**config.mk**
```make
export PLATFORM = sky130hd
export DESIGN_NAME = pc_next_unit
export DESIGN_NICKNAME = d
export VERILOG_FILES = /design/src/rtl/pipeline_pkg.sv /design/src/rtl/npc_calc.sv /design/src/rtl/pc_next_unit.sv
export SDC_FILE = /design/constraint.sdc
export NUM_CORES = 1
export LEC_CHECK = 0
export BUFFER_PORTS_ARGS = -buffer_cell sky130_fd_sc_hd__buf_2
export CAP_MARGIN = 20
export CORE_ASPECT_RATIO = 1.1
export CORE_UTILIZATION = 46
export CTS_CLUSTER_SIZE = 28
export DETAILED_ROUTE_END_ITERATION = 6
export PLACE_DENSITY = 0.78
export RECOVER_POWER = 50
export REMOVE_ABC_BUFFERS = 1
export SLEW_MARGIN = 10
export SYNTH_ARGS = -nofsm -noshare
export SYNTH_HDL_FRONTEND = slang
export SYNTH_SLANG_ARGS = --single-unit
export TNS_END_PERCENT = 5
```
**constraint.sdc**
```tcl
create_clock -name clk -period 2.4 [get_ports clk]
set_input_delay 0.12 -clock clk [delete_from_list [all_inputs] [get_ports clk]]
set_output_delay 0.12 -clock clk [all_outputs]
set_load 0.01 [all_outputs]
```
**src/rtl/pipeline_pkg.sv**
```systemverilog
// ============================================================================
// Module : pipeline_pkg
// Shared constants, FSM state and next-PC select encodings for the PC unit.
// Revision: 1.0 - initial release
// ============================================================================
`default_nettype none

package pipeline_pkg;

  localparam logic [31:0] c_reset_vector = 32'h0000_3000;
  localparam logic [31:0] c_exc_vector   = 32'h0000_4180;

  typedef enum logic [1:0] {
    BOOT = 2'd0,
    RUN  = 2'd1,
    HOLD = 2'd2,
    TRAP = 2'd3
  } pc_state_e;

  typedef enum logic [2:0] {
    SEL_EXC  = 3'd0,
    SEL_EPC  = 3'd1,
    SEL_HOLD = 3'd2,
    SEL_JR   = 3'd3,
    SEL_J    = 3'd4,
    SEL_BR   = 3'd5,
    SEL_SEQ  = 3'd6
  } npc_sel_e;

endpackage

`default_nettype wire

```
**src/rtl/npc_calc.sv**
```systemverilog
// ============================================================================
// Module : npc_calc
// Combinational branch, jump and sequential target arithmetic (32-bit modulo).
// Revision: 1.0 - initial release
// ============================================================================
`default_nettype none

module npc_calc (
  input  logic [31:0] pc,
  input  logic [31:0] id_pc,
  input  logic [15:0] imm16,
  input  logic [25:0] index,
  output logic [31:0] seq_target,
  output logic [31:0] br_target,
  output logic [31:0] j_target
);

  logic [31:0] w_id_pc_plus4;
  logic [31:0] w_br_offset;

  assign w_id_pc_plus4 = id_pc + 32'd4;
  assign w_br_offset   = {{14{imm16[15]}}, imm16, 2'b00};

  assign seq_target = pc + 32'd4;
  assign br_target  = w_id_pc_plus4 + w_br_offset;
  // Jump region comes from the delay-slot address, not the jump itself.
  assign j_target   = {w_id_pc_plus4[31:28], index, 2'b00};

endmodule

`default_nettype wire

```
**src/rtl/pc_next_unit.sv**
```systemverilog
// ============================================================================
// Module : pc_next_unit
// Architectural PC register, next-PC selection, boot hold-off and trap entry.
// Revision: 1.0 - initial release
// ============================================================================
`default_nettype none

module pc_next_unit
  import pipeline_pkg::*;
#(
  parameter logic [31:0] RESET_VECTOR = c_reset_vector,
  parameter logic [31:0] EXC_VECTOR   = c_exc_vector,
  parameter int          BOOT_CYCLES  = 2
) (
  input  logic        clk,
  input  logic        rst_n,
  input  logic        stall_i,
  input  logic        id_branch_i,
  input  logic        id_cmp_result_i,
  input  logic [31:0] id_pc_i,
  input  logic [15:0] id_imm16_i,
  input  logic        id_j_i,
  input  logic [25:0] id_index_i,
  input  logic        id_jr_i,
  input  logic [31:0] id_jr_target_i,
  input  logic        exc_req_i,
  input  logic [31:0] exc_epc_i,
  input  logic        eret_i,
  output logic [31:0] pc_o,
  output logic        pc_valid_o,
  output logic        ifid_flush_o,
  output logic [15:0] br_taken_cnt_o
);

  localparam int            c_bcw       = (BOOT_CYCLES > 1) ? $clog2(BOOT_CYCLES) : 1;
  localparam logic [c_bcw-1:0] c_boot_last = c_bcw'(BOOT_CYCLES - 1);

  pc_state_e        r_state;
  logic [c_bcw-1:0] r_boot_cnt;
  logic [31:0]      r_pc;
  logic             r_pc_valid;
  logic [15:0]      r_br_cnt;

  npc_sel_e    w_sel;
  logic [31:0] w_npc;
  logic [31:0] w_seq_target;
  logic [31:0] w_br_target;
  logic [31:0] w_j_target;
  logic        w_redirect;
  logic        w_trap_entry;

  npc_calc u_npc_calc (
    .pc         (r_pc),
    .id_pc      (id_pc_i),
    .imm16      (id_imm16_i),
    .index      (id_index_i),
    .seq_target (w_seq_target),
    .br_target  (w_br_target),
    .j_target   (w_j_target)
  );

  // Only RUN and HOLD consult the inputs; BOOT and TRAP simply hold the PC.
  always_comb begin
    w_sel = SEL_HOLD;
    if ((r_state == RUN) || (r_state == HOLD)) begin
      if (exc_req_i)                          w_sel = SEL_EXC;
      else if (eret_i)                        w_sel = SEL_EPC;
      else if (stall_i)                       w_sel = SEL_HOLD;
      else if (id_jr_i)                       w_sel = SEL_JR;
      else if (id_j_i)                        w_sel = SEL_J;
      else if (id_branch_i && id_cmp_result_i) w_sel = SEL_BR;
      else                                    w_sel = SEL_SEQ;
    end
  end

  always_comb begin
    w_npc = r_pc;
    case (w_sel)
      SEL_EXC: w_npc = EXC_VECTOR;
      SEL_EPC: w_npc = exc_epc_i;
      SEL_JR:  w_npc = id_jr_target_i;
      SEL_J:   w_npc = w_j_target;
      SEL_BR:  w_npc = w_br_target;
      SEL_SEQ: w_npc = w_seq_target;
      default: w_npc = r_pc;
    endcase
  end

  assign w_redirect   = (w_sel == SEL_JR) || (w_sel == SEL_J) || (w_sel == SEL_BR);
  assign w_trap_entry = (w_sel == SEL_EXC) || (w_sel == SEL_EPC);

  always_ff @(posedge clk or negedge rst_n) begin
    if (!rst_n) begin
      r_state    <= BOOT;
      r_boot_cnt <= '0;
      r_pc       <= RESET_VECTOR;
      r_pc_valid <= 1'b0;
      r_br_cnt   <= 16'd0;
    end else begin
      case (r_state)
        BOOT: begin
          r_boot_cnt <= r_boot_cnt + 1'b1;
          if (r_boot_cnt == c_boot_last) begin
            r_state    <= RUN;
            r_pc_valid <= 1'b1;
          end
        end
        RUN, HOLD: begin
          r_pc <= w_npc;
          if (w_redirect && (r_br_cnt != 16'hFFFF)) r_br_cnt <= r_br_cnt + 16'd1;
          if (w_trap_entry) begin
            r_state    <= TRAP;
            r_pc_valid <= 1'b0;
          end else if (w_sel == SEL_HOLD) begin
            r_state <= HOLD;
          end else begin
            r_state <= RUN;
          end
        end
        TRAP: begin
          r_state    <= RUN;
          r_pc_valid <= 1'b1;
        end
        default: r_state <= BOOT;
      endcase
    end
  end

  assign pc_o           = r_pc;
  assign pc_valid_o     = r_pc_valid;
  assign ifid_flush_o   = w_trap_entry;
  assign br_taken_cnt_o = r_br_cnt;

endmodule

`default_nettype wire
```
==> results of run 1 <==
==> power by group <==
part           switching (W)  total, W  internal [W]
clock               0.000332  0.000823      0.000490
sequential          0.000379   0.00158       0.00120
combinational        0.00163   0.00298       0.00135
total                0.00234   0.00538       0.00304
==> cells by family (layout without fill, tap and decap cells) <==
kind of cell / after synthesis / count (layout) / synth area share [%]
and+or+nand+nor: 273 / 273 / 24.8
AOI/OAI and AO/OA: 206 / 206 / 26.4
xor gates and xnor gates: 73 / 73 / 11.8
DFF: 52 / 52 / 24.1
buffers and inverters: 42 / 385 / 2.94
adders and majority gates: 38 / 38 / 8.94
muxes: 5 / 5 / 0.950
other: 0 / 1 / 0
==> metrics by stage <==
stage                     area (um^2)  cells
final                            8190   1183
after global routing             8190   1183
after CTS                        8090   1179
after detailed placement         7660   1163
after global placement           7660   1163
after floorplan                  5300    662
==> critical path, delay by kind of cell <==
kind / cells / cell delay [ns]
fa+ha+maj: 1 / 0.35
xor+xnor: 2 / 0.24
buf+inv: 1 / 0.07
simple gates: 6 / 0.84
compound gates: 5 / 1.48
==> synth_stat cells (3+ instances only) <==
| library cell | count |
|---|---|
| sky130_fd_sc_hd__nand2_1 | 78 |
| sky130_fd_sc_hd__nor2_1 | 57 |
| sky130_fd_sc_hd__dfrtp_1 | 50 |
| sky130_fd_sc_hd__a21oi_1 | 48 |
| sky130_fd_sc_hd__o21ai_0 | 47 |
| sky130_fd_sc_hd__nand3_1 | 42 |
| sky130_fd_sc_hd__xnor2_1 | 40 |
| sky130_fd_sc_hd__ha_1 | 37 |
| sky130_fd_sc_hd__xor2_1 | 33 |
| sky130_fd_sc_hd__clkbuf_1 | 23 |
| sky130_fd_sc_hd__and3_1 | 22 |
| sky130_fd_sc_hd__a221oi_1 | 18 |
| sky130_fd_sc_hd__inv_1 | 15 |
| sky130_fd_sc_hd__nand4_1 | 15 |
| sky130_fd_sc_hd__nor3_1 | 14 |
| sky130_fd_sc_hd__o211ai_1 | 13 |
| sky130_fd_sc_hd__a222oi_1 | 12 |
| sky130_fd_sc_hd__a22oi_1 | 11 |
| sky130_fd_sc_hd__and4_1 | 10 |
| sky130_fd_sc_hd__a21o_1 | 9 |
| sky130_fd_sc_hd__nor2b_1 | 6 |
| sky130_fd_sc_hd__a221o_1 | 5 |
| sky130_fd_sc_hd__nand2b_1 | 5 |
| sky130_fd_sc_hd__o2111ai_1 | 5 |
| sky130_fd_sc_hd__or3_1 | 5 |
| sky130_fd_sc_hd__a31oi_1 | 4 |
| sky130_fd_sc_hd__and2_1 | 4 |
| sky130_fd_sc_hd__mux2i_1 | 4 |
| sky130_fd_sc_hd__nor3b_1 | 4 |
| sky130_fd_sc_hd__nor4_1 | 4 |
| sky130_fd_sc_hd__o21a_1 | 4 |
| sky130_fd_sc_hd__buf_1 | 3 |
| sky130_fd_sc_hd__o21bai_1 | 3 |
==> flip-flops by register name, summed over array words and instances, names as in the netlist <==
| register | cells |
|---|---|
| r_state | 2 |
| r_boot_cnt | 1 |
| br_taken_cnt_o | 16 |
| pc_o | 32 |
| pc_valid_o | 1 |
==> final cells by class <==
type,instances,share of cell area (%)
clock buffer,5,1.53
tap,150,2.29
clock inverter,3,0.519
antenna,1,0.0305
sequential,52,15.9
inverter,15,0.687
timing repair buffer,362,27.4
multi-input combinational,595,51.6
==> what timing repair did <==
action | 4_1_cts | 5_1_grt
buffers inserted | 7 | 3
cloned | 0 | 0
hold endpoints to repair | 20 | 0
hold buffers | 1 | 0
resized for setup | 48 | 34
pin swaps | 47 | 15
endpoints found under the setup margin | 25 | 23
==> how the worst max path moves through the flow <==
stage                    start       end  slack (ns)  cells after the start
floorplan           id_pc_i[8]  pc_o[31]       -0.82                     17
global placement    id_pc_i[2]  pc_o[31]       -1.04                     17
detailed placement  id_pc_i[2]  pc_o[31]       -1.13                     17
CTS                 id_pc_i[5]  pc_o[26]       -0.48                     15
global route        id_pc_i[8]  pc_o[31]       -0.64                     18
finish              id_pc_i[5]  pc_o[26]       -0.52                     15
==> metal layers <==
layer | vias to the layer above | wire length, um
met5 | - | 0
met2 | 312 | 9280
met3 | 61 | 1270
li1 | 3290 | -
met1 | 3164 | 8090
met4 | 0 | 773
==> Flow_metrics.wiki, run 1 <==
{| class="wikitable"
! Metric !! Value
|-
| Post-Route Utilization || 71.6%
|-
| Fmax || 343 MHz
|-
| Largest vdd supply drop || 0.530 mV
|-
| Total negative slack || -4.14 ns
|-
| Initial cell density of the core || 47.2%
|-
| CP arrival || 3.10 ns
|-
| Register cell area after layout || 0.00130 mm^2
|-
| Reg2Reg Capture Point || pc_o[15]
|-
| Growth of design area from synthesis to finish || 51.7%
|-
| Count of cells along the worst register-to-register path || 8
|-
| Violated checks || DRC, setup timing
|-
| Total of endpoints with negative setup slack in the final report || 15
|-
| Syn Std Cell Area || 0.00540 mm^2
|-
| Detailed placer's ending HPWL || 15.1 mm
|-
| CTS HTree Levels || 2
|-
| Sinks on Clock Net || 52
|-
| Hold endpoint || pc_o[2]
|-
| Most common flop cell mapped by yosys || sky130_fd_sc_hd__dfrtp_1
|-
| Die Height || 116 um
|-
| HP Start || exc_epc_i[2]
|-
| Final WS setup || -0.519 ns
|-
| Tmin final || 2.92 ns
|-
| Global-route wire length before repair || 29.9 mm
|-
| Final weighted congestion in routability-driven placement || 0.922
|-
| Most area-hungry cell type in the Yosys netlist || sky130_fd_sc_hd__dfrtp_1
|-
| Number of warnings reported in the yosys synthesis log || 0
|-
| Post-Synthesis Cells || 689
|-
| Remaining antenna violation count after routing || 0
|-
| Clock buffers created by TritonCTS || 5
|-
| Clk Tree Root Cell || sky130_fd_sc_hd__clkbuf_16
|-
| Distinct cells, synth || 64
|-
| GR Util All Layers || 30.8%
|-
| First-pass DRT Iterations || 7
|-
| Share of post-route cells with drive strength above 1 || 37.9%
|-
| Final Cycle Share || 122%
|-
| CP most frequent cell || sky130_fd_sc_hd__and3_4
|-
| Number of enable-type register cells in the synthesized netlist || 0
|-
| Routed len/inst || 16.4 um
|-
| Clock tree buffer depth || 2
|-
| Placeable core area || 0.0114 mm^2
|-
| Maximum capacitance violations || 0
|-
| Total Nets Final || 1216
|-
| Die X || 105 um
|-
| Number of pins with negative max-slew slack in the final report || 0
|-
| Clock slew at the register clock pins of the worst setup and hold paths || 0.07 ns
|-
| Leak Pwr || 3.82 nW
|-
| Worst Hold Slack || 0.0355 ns
|-
| Worst-Margin Slew || 1.27 ns
|-
| Share of async-settable or async-resettable flops after synthesis || 100%
|-
| Setup crit start kind || input port
|-
| Data required time of the worst path || 2.59 ns
|-
| Overall power consumption || 0.00538 W
|-
| Final hold violation count || 0
|-
| Global Route met3 Usage || 2.36%
|-
| Sequence of cells on the critical path || buf_6 > and3_4 > and3_4 > nand3_2 > xnor2_1 > ha_1 > and2_4 > and3_4 > a221o_1 > a221o_1 > a32o_2 > a21boi_2 > xnor2_2 > a221oi_2 > nor2_1
|-
| DIE AREA || 0.0122 mm^2
|-
| Post-synth top area share || 23.2%
|-
| Cell count of the worst hold path || 3
|-
| Maximum clock skew at final layout || 0.00386 ns
|-
| Endpoint class of the critical path || register
|-
| Total number of placement rows || 41
|-
| Number of antenna violations at the first check in global routing || 1
|-
| Drt total wl || 19.4 mm
|-
| IO Pins || 197
|-
| CTS tree || done
|-
| Top cells by area, synth || sky130_fd_sc_hd__dfrtp_1 (23%), sky130_fd_sc_hd__ha_1 (8.6%), sky130_fd_sc_hd__xnor2_1 (6.5%)
|-
| Detailed Route Iter0 Violations || 568
|-
| Most common cell after layout, fill and taps aside || sky130_fd_sc_hd__buf_4
|-
| Type of the worst setup path || input port to register
|-
| Count of buffers from port buffering || 196
|-
| RSZ-0062 raised after global routing || true
|-
| FF+latch count, synth || 52
|-
| Most crowded layer after global routing || met2
|-
| Multi-input combinational cell area || 0.00423 mm^2
|-
| Vias per cell || 5.77
|-
| Setup slack of the worst register-to-register path || 0.04 ns
|-
| Cell Pwr Density || 657 mW/mm^2
|-
| Critical path peak fanout || 7
|-
| Part of the Yosys area used for sequential elements || 24.1%
|-
| Result of the run || finished with violations
|-
| Slowest cell on crit path || sky130_fd_sc_hd__ha_1
|-
| Overall overflow remaining after global route || 0
|-
| Met1 global-route usage || 39.7%
|-
| Max-Slew Margin vs Limit || 15.5%
|-
| Clock Latency Late Sink || 0.30 ns
|-
| Most used cells in the layout excluding fill and tap cells || sky130_fd_sc_hd__buf_4 (164), sky130_fd_sc_hd__buf_2 (142), sky130_fd_sc_hd__nand2_1 (74)
|-
| Met2 Use GR || 52.5%
|-
| Path type of the worst min-delay path || input port to register
|-
| DRC violation count after routing || 3
|-
| Average cell area after synthesis || 7.84 um^2
|-
| Filler instances || 939
|-
| Setup WS pre-CTS || -1.13 ns
|-
| Maximum number of pins on one net before global-route repair || 31
|-
| Biggest cell delay along the critical path || 0.35 ns
|-
| Vias after detailed routing || 6827
|-
| Number of global-route vias before repair || 6259
|-
| Startpoint of the most critical register-to-register path || r_state[1]
|}
No activity file was read; power rests on OpenSTA's default activity.
==> run 2: changes to the inputs <==
Settings changed: CORE_UTILIZATION 46 to 49, PLACE_DENSITY 0.78 to 0.79, SYNTH_HIERARCHICAL set to 1.
==> run 2 against run 1 <==
Effect of this change:
- die area increased by 15%
- critical path depth increased by 8
- the run ends with capacitance limit, slew limit, setup timing left
- sequential power about the same
- utilization decreased by 4.9 points
==> Flow_metrics.wiki, run 2 <==
{| class="wikitable"
! Metric !! Value
|-
| Number of global-route vias before repair || 6949
|-
| Die X || 113 um
|-
| Leak Pwr || 4.09 nW
|-
| Most area-hungry cell type in the Yosys netlist || sky130_fd_sc_hd__dfrtp_1
|-
| Distinct cells, synth || 70
|-
| Vias per cell || 5.78
|-
| Part of the Yosys area used for sequential elements || 19.7%
|-
| DRC violation count after routing || 0
|-
| Most used cells in the layout excluding fill and tap cells || sky130_fd_sc_hd__buf_2 (180), sky130_fd_sc_hd__buf_4 (157), sky130_fd_sc_hd__nand2_1 (104)
|-
| Critical path launch point || id_pc_i[4]
|-
| CP arrival || 3.22 ns
|-
| Number of antenna violations at the first check in global routing || 1
|-
| Maximum number of pins on one net before global-route repair || 38
|-
| Type of the worst setup path || input port to register
|-
| Worst Hold Slack || 0.199 ns
|-
| Max-Slew Margin vs Limit || -11.6%
|-
| Sum of buffers and inverters on the critical path || 6
|-
| Share of async-settable or async-resettable flops after synthesis || 100%
|-
| Data required time of the worst path || 2.64 ns
|-
| Diodes inserted || 0
|-
| Cell Pwr Density || 637 mW/mm^2
|-
| Placed Cells || 1255
|-
| Die Height || 124 um
|-
| Worst path top cell family by delay || simple AND/OR/NAND/NOR gates
|-
| CTS HTree Levels || 2
|-
| Number of enable-type register cells in the synthesized netlist || 0
|-
| Most common flop cell mapped by yosys || sky130_fd_sc_hd__dfrtp_1
|-
| Sequence of cells on the critical path || buf_6 > nand3_4 > nor2_4 > nand2_2 > or3_4 > nor2_4 > xor2_1 > ha_1 > buf_6 > buf_4 > buf_4 > buf_4 > nand2_1 > o21ai_0 > a21boi_1 > o21ai_0 > a21oi_1 > buf_4 > o21ai_1 > xor2_1 > nand2_1 > a21oi_2 > o22a_1
|-
| Endpoint class of the critical path || register
|-
| Sinks on Clock Net || 52
|-
| Clk Tree Root Cell || sky130_fd_sc_hd__clkbuf_16
|-
| Global-route wire length before repair || 33.0 mm
|-
| Startpoint of the most critical register-to-register path || pc_o[6]
|-
| Syn Std Cell Area || 0.00662 mm^2
|-
| Worst-Margin Slew || 1.67 ns
|-
| Cell count of the worst hold path || 4
|-
| Detailed Route Iter0 Violations || 375
|-
| Number of warnings reported in the yosys synthesis log || 6
|-
| Cell with the most instances after synthesis || sky130_fd_sc_hd__nand2_1
|-
| Placeable core area || 0.0132 mm^2
|-
| CTS tree || done
|-
| Vias after detailed routing || 7361
|-
| Count of buffers from port buffering || 196
|-
| Post-Route Utilization || 66.7%
|-
| Filler-free cell count of the finished design || 1273
|-
| FF+latch count, synth || 52
|-
| Drt total wl || 21.0 mm
|-
| Maximum clock skew at final layout || 0.00573 ns
|-
| Final Cycle Share || 124%
|-
| Final WS setup || -0.583 ns
|-
| Growth of design area from synthesis to finish || 33.2%
|-
| Tmin final || 2.98 ns
|-
| Post-synth top area share || 18.9%
|-
| Path length in cells of the critical path || 23
|-
| Total number of placement rows || 44
|-
| Average cell area after synthesis || 8.05 um^2
|-
| Clock tree buffer depth || 2
|-
| Violated checks || capacitance limit, slew limit, setup timing
|-
| Setup slack of the worst register-to-register path || 0.08 ns
|-
| RSZ-0062 raised after global routing || true
|-
| GR Util All Layers || 29.5%
|-
| Critical path peak fanout || 3
|-
| Share of post-route cells with drive strength above 1 || 39.7%
|-
| Clock buffers created by TritonCTS || 5
|-
| Result of the run || finished with violations
|-
| Overall power consumption || 0.00562 W
|-
| CP most frequent cell || sky130_fd_sc_hd__buf_4
|-
| Slowest cell on crit path || sky130_fd_sc_hd__or3_4
|-
| Overall overflow remaining after global route || 0
|-
| Total of endpoints with negative setup slack in the final report || 19
|-
| Biggest cell delay along the critical path || 0.42 ns
|-
| Maximum capacitance violations || 1
|-
| Top cells by area, synth || sky130_fd_sc_hd__dfrtp_1 (19%), sky130_fd_sc_hd__xnor2_1 (8.6%), sky130_fd_sc_hd__ha_1 (7.6%)
|-
| Multi-input combinational cell area || 0.00488 mm^2
|-
| Setup crit start kind || input port
|-
| Largest vdd supply drop || 0.409 mV
|-
| Remaining antenna violation count after routing || 0
|-
| Register cell area after layout || 0.00130 mm^2
|-
| Total Nets Final || 1299
|-
| Critical path capture point || pc_o[25]
|-
| First-pass DRT Iterations || 5
|-
| Final weighted congestion in routability-driven placement || 0.961
|-
| Reg2Reg Capture Point || pc_o[28]
|-
| DIE AREA || 0.0140 mm^2
|-
| Final hold violation count || 0
|-
| Path type of the worst min-delay path || input port to register
|-
| Most common cell after layout, fill and taps aside || sky130_fd_sc_hd__buf_2
|-
| IO Pins || 197
|-
| Post-Synthesis Cells || 823
|-
| Detailed placer's ending HPWL || 16.1 mm
|-
| Filler instances || 1145
|-
| Number of pins with negative max-slew slack in the final report || 31
|-
| Fmax || 335 MHz
|-
| Routed len/inst || 16.5 um
|-
| Count of cells along the worst register-to-register path || 10
|-
| Initial cell density of the core || 50.1%
|-
| Post-synth top cells || sky130_fd_sc_hd__nand2_1 (109), sky130_fd_sc_hd__a21oi_1 (68), sky130_fd_sc_hd__xnor2_1 (65)
|-
| Clock slew at the register clock pins of the worst setup and hold paths || 0.07 ns
|-
| Largest register FFs || 32
|-
| Clock Latency Late Sink || 0.29 ns
|}
## run 2: cell count changes after synthesis, sizes merged, moves of 13 or more
cell,delta
a21oi,+50
buf,+38
o22a,+32
nand2,+31
o221ai,+28
xnor2,+26
o21ai,-25
a22oi,+21
a221oi,-16
nor2,-13
## run 2: kinds of logic (layout without fill, tap and decap cells)
kind of cell	after synthesis	in the layout	synth area share (%)
AOI/OAI and AO/OA	257	257	27.8
other	1	2	0.0566
xor gates and xnor gates	99	99	13.2
adders and majority gates	41	41	7.86
muxes	1	1	0.170
DFF	52	52	19.7
and+or+nand+nor	273	273	20.5
buffers and inverters	99	387	10.7
## run 2: final cells by class
| cell class | count | share of cell area [%] |
|---|---|---|
| Clock buffer | 7 | 1.62 |
| Clock inverter | 1 | 0.0851 |
| Inverter | 21 | 0.894 |
| Multi-Input combinational cell | 673 | 55.3 |
| Sequential cell | 52 | 14.8 |
| Tap cell | 161 | 2.28 |
| Timing Repair Buffer | 358 | 25.0 |
## run 2: metal layers
layer | routed length (um) | vias to the layer above | share of wire [%] | track usage (%)
met2 | 10000 | 348 | 48 | 51.4
met4 | 775 | 2 | 3.7 | 14.1
met1 | 8600 | 3394 | 41 | 35.6
met3 | 1570 | 64 | 7.5 | 5.16
li1 | - | 3553 | - | -
met5 | 13 | - | 0.062 | 0
## run 2: power breakdown
| group | internal, W | switching (W) |
|---|---|---|
| Clock | 0.000416 | 0.000323 |
| Combinational | 0.00158 | 0.00170 |
| Sequential | 0.00123 | 0.000374 |
## run 2: stage by stage
stage / worst slack, ns / instance area [um^2] / TNS [ns]
global route: -0.742 / 8820 / -10.91
CTS: -0.572 / 8720 / -6.44
global placement: -0.868 / 8360 / -12.85
floorplan: -0.701 / 6000 / -24.72
detailed placement: -0.990 / 8360 / -14.54
finish: -0.583 / 8820 / -7.12
## run 2: worst min-delay path by stage
stage	end	start
floorplan	br_taken_cnt_o[0]	rst_n
global placement	r_boot_cnt	rst_n
detailed placement	r_state[1]	rst_n
CTS	pc_o[7]	exc_epc_i[7]
global route	pc_o[8]	exc_epc_i[8]
finish	pc_o[8]	exc_epc_i[8]
## run 2: timing repair
item	in CTS	in global routing
buffers inserted	8	1
setup endpoints to repair	20	27
resized for setup	33	23
pin swaps	39	22
hold endpoints to repair	50	0
hold buffers	1	0
## run 2: worst reg2reg max path, cell delays in order, from the launching register on
cell and delay [ns]:
sky130_fd_sc_hd__dfrtp_1 0.36, sky130_fd_sc_hd__and4_1 0.24, sky130_fd_sc_hd__and3_1 0.22, sky130_fd_sc_hd__nand3_1 0.13
sky130_fd_sc_hd__nor2_1 0.24, sky130_fd_sc_hd__and3_1 0.26, sky130_fd_sc_hd__nand2_1 0.09, sky130_fd_sc_hd__xnor2_1 0.13
sky130_fd_sc_hd__a22oi_1 0.17, sky130_fd_sc_hd__o221ai_1 0.18, sky130_fd_sc_hd__o22a_1 0.22
==> run 3: changes to the inputs <==
Settings changed: CORE_UTILIZATION 49 to 45, PLACE_DENSITY 0.79 to 0.74.
==> run 3 against run 2 <==
Effect of this change:
- the run still ends with capacitance limit, slew limit, setup timing left
- clock skew up 0.00061 ns
- die area up 8.7%
- clock-buffer cell count fell by 1
- sequential share of layout area fell by 0.33 points
- final cell count grew 3.5%
- largest cell class unchanged
- highest routed layer is now met4
==> Flow_metrics.wiki, run 3 (same netlist as run 2, synthesis figures left out) <==
{| class="wikitable"
! Metric !! Value
|-
| Filler instances || 1342
|-
| Critical path launch point || id_pc_i[5]
|-
| Initial cell density of the core || 46.0%
|-
| Clock tree buffer depth || 2
|-
| Maximum clock skew at final layout || 0.00634 ns
|-
| Sinks on Clock Net || 52
|-
| Clock buffers created by TritonCTS || 5
|-
| Drt total wl || 21.6 mm
|-
| Largest vdd supply drop || 0.379 mV
|-
| CP arrival || 3.26 ns
|-
| Clock slew at the register clock pins of the worst setup and hold paths || 0.07 ns
|-
| Cell Pwr Density || 634 mW/mm^2
|-
| IO Pins || 197
|-
| Total Nets Final || 1310
|-
| Path length in cells of the critical path || 20
|-
| Placed cell area || 0.00845 mm^2
|-
| Maximum capacitance violations || 1
|-
| Fmax || 331 MHz
|-
| Path type of the worst min-delay path || input port to register
|-
| Biggest cell delay along the critical path || 0.33 ns
|-
| Portion of total power attributed to sequential cells || 28.2%
|-
| Total number of placement rows || 46
|-
| Most common cell after layout, fill and taps aside || sky130_fd_sc_hd__buf_4
|-
| CTS tree || done
|-
| Worst path top cell family by delay || compound AO/OA/AOI/OAI gates
|-
| Growth of design area from synthesis to finish || 36.2%
|-
| Tmin final || 3.03 ns
|-
| Clk Tree Root Cell || sky130_fd_sc_hd__clkbuf_16
|-
| Switching portion of total power || 42.5%
|-
| Fraction of power consumed by combinational cells || 56.8%
|-
| Final Cycle Share || 126%
|-
| First-pass DRT Iterations || 5
|-
| Total of endpoints with negative setup slack in the final report || 18
|-
| Data required time of the worst path || 2.63 ns
|-
| Die Height || 129 um
|-
| Vias per cell || 5.56
|-
| Count of buffers from port buffering || 196
|-
| Sequence of cells on the critical path || buf_8 > nand3_4 > buf_6 > nor4_4 > buf_4 > nand3_2 > xnor2_2 > ha_1 > buf_4 > buf_4 > o21a_1 > o21ai_0 > a221oi_2 > nor2_2 > o31ai_4 > buf_4 > xnor2_1 > nand2_1 > a21oi_2 > o22a_1
|-
| Setup crit start kind || input port
|-
| Final weighted congestion in routability-driven placement || 0.905
|-
| Count of cells along the worst register-to-register path || 10
|-
| Share of power burned in the clock network || 15.0%
|-
| Result of the run || finished with violations
|-
| Internal power of the cells || 0.00329 W
|-
| GR Util All Layers || 27.9%
|-
| Worst Hold Slack || 0.189 ns
|-
| Placeable core area || 0.0144 mm^2
|-
| Detailed Route Iter0 Violations || 349
|-
| Violated checks || capacitance limit, slew limit, setup timing
|-
| Startpoint of the most critical register-to-register path || pc_o[7]
|-
| Overall overflow remaining after global route || 0
|-
| RSZ-0062 raised after global routing || true
|-
| Final WS setup || -0.625 ns
|-
| Remaining antenna violation count after routing || 0
|-
| CP most frequent cell || sky130_fd_sc_hd__buf_4
|-
| Post-route design area || 0.00902 mm^2
|-
| Final hold violation count || 0
|-
| Max-Slew Margin vs Limit || -32.0%
|-
| Leak Pwr || 4.11 nW
|-
| Vias after detailed routing || 7331
|-
| Number of global-route vias before repair || 7085
|-
| Slowest cell on crit path || sky130_fd_sc_hd__ha_1
|-
| Cell count of the worst hold path || 4
|-
| Number of antenna violations at the first check in global routing || 3
|-
| HP Start || id_index_i[11]
|-
| CTS HTree Levels || 2
|-
| Clock Latency Late Sink || 0.30 ns
|-
| Worst-Margin Slew || 1.98 ns
|-
| DRC violation count after routing || 0
|-
| Total negative slack || -6.99 ns
|-
| Global-route wire length before repair || 34.4 mm
|-
| Routed len/inst || 16.4 um
|-
| Overall power consumption || 0.00572 W
|-
| DIE AREA || 0.0152 mm^2
|-
| Net switching power of the design || 0.00243 W
|-
| Number of pins with negative max-slew slack in the final report || 35
|-
| Share of post-route cells with drive strength above 1 || 39.0%
|-
| Sum of buffers and inverters on the critical path || 6
|-
| Largest register FFs || 32
|-
| Critical path peak fanout || 3
|-
| Most used cells in the layout excluding fill and tap cells || sky130_fd_sc_hd__buf_4 (168), sky130_fd_sc_hd__buf_2 (153), sky130_fd_sc_hd__nand2_1 (107)
|-
| Type of the worst setup path || input port to register
|-
| Die X || 118 um
|-
| Endpoint class of the critical path || register
|-
| Detailed placer's ending HPWL || 16.4 mm
|-
| Maximum number of pins on one net before global-route repair || 38
|}
==> run 3: changes by cell type in the layout (fill, tap and decap cells not counted), sizes merged <==
cell,before,now
clkbuf,22,48
diode,0,3
buf,342,326
bufinv,0,1
clkinv,0,1
clkinvlp,1,0
==> run 3: cell type report <==
cell class	count	area (um^2)	share of cell area [%]
clock buffer	6	139	1.54
tap	192	240	2.66
inverter	21	78.8	0.874
antenna	3	7.51	0.0832
timing repair buffer	369	2260	25.0
multi-input combinational	673	4950	54.9
clock inverter	2	38.8	0.430
sequential	52	1300	14.5
==> run 3: timing repair <==
item | CTS | global route
hold buffers | 1 | 0
hold endpoints to repair | 30 | 0
gates resized for setup | 32 | 36
setup buffers | 9 | 4
setup endpoints to repair | 20 | 25
pin swaps | 28 | 34
==> run 3: tightest hold or removal path, delay by kind of cell <==
family | cells | cell delay (ns)
AO/OA/AOI/OAI | 2 | 0.20
buffers and inverters | 1 | 0.10
AND/OR/NAND/NOR | 1 | 0.06
==> run 3: power by group through the flow <==
stage                     clock network, W  logic, W  registers (W)
after floorplan                          0   0.00163        0.00174
after global placement                   0   0.00313        0.00160
after detailed placement                 0   0.00318        0.00162
after CTS                         0.000871   0.00324        0.00160
after global routing              0.000906   0.00353        0.00166
final                             0.000859   0.00325        0.00161
==> run 3: layer usage <==
layer | global-route usage [%] | routed length (um)
met1 | 34.3 | 9300
met2 | 50.1 | 10500
met3 | 3.61 | 1180
met4 | 10.1 | 618
met5 | 0 | 0
==> run 3: stage by stage <==
step	util [%]	std cells	worst slack [ns]
floorplan	-	746	-0.701
global placement	58.7	1293	-0.889
detailed placement	58.7	1293	-0.987
CTS	61.5	1311	-0.624
global route	62.7	1318	-0.777
finish	62.7	1318	-0.625
==> run 3: path summary, 6_finish.rpt <==
kind | end | slack, ns
hold reg to reg | r_boot_cnt | 0.49
min in group asynchronous | r_state[1] | 0.92
setup reg to reg | pc_o[28] | 0.04
max in group asynchronous | br_taken_cnt_o[10] | 0.35
setup / recovery | pc_o[26] | -0.63
hold / removal | pc_o[13] | 0.19
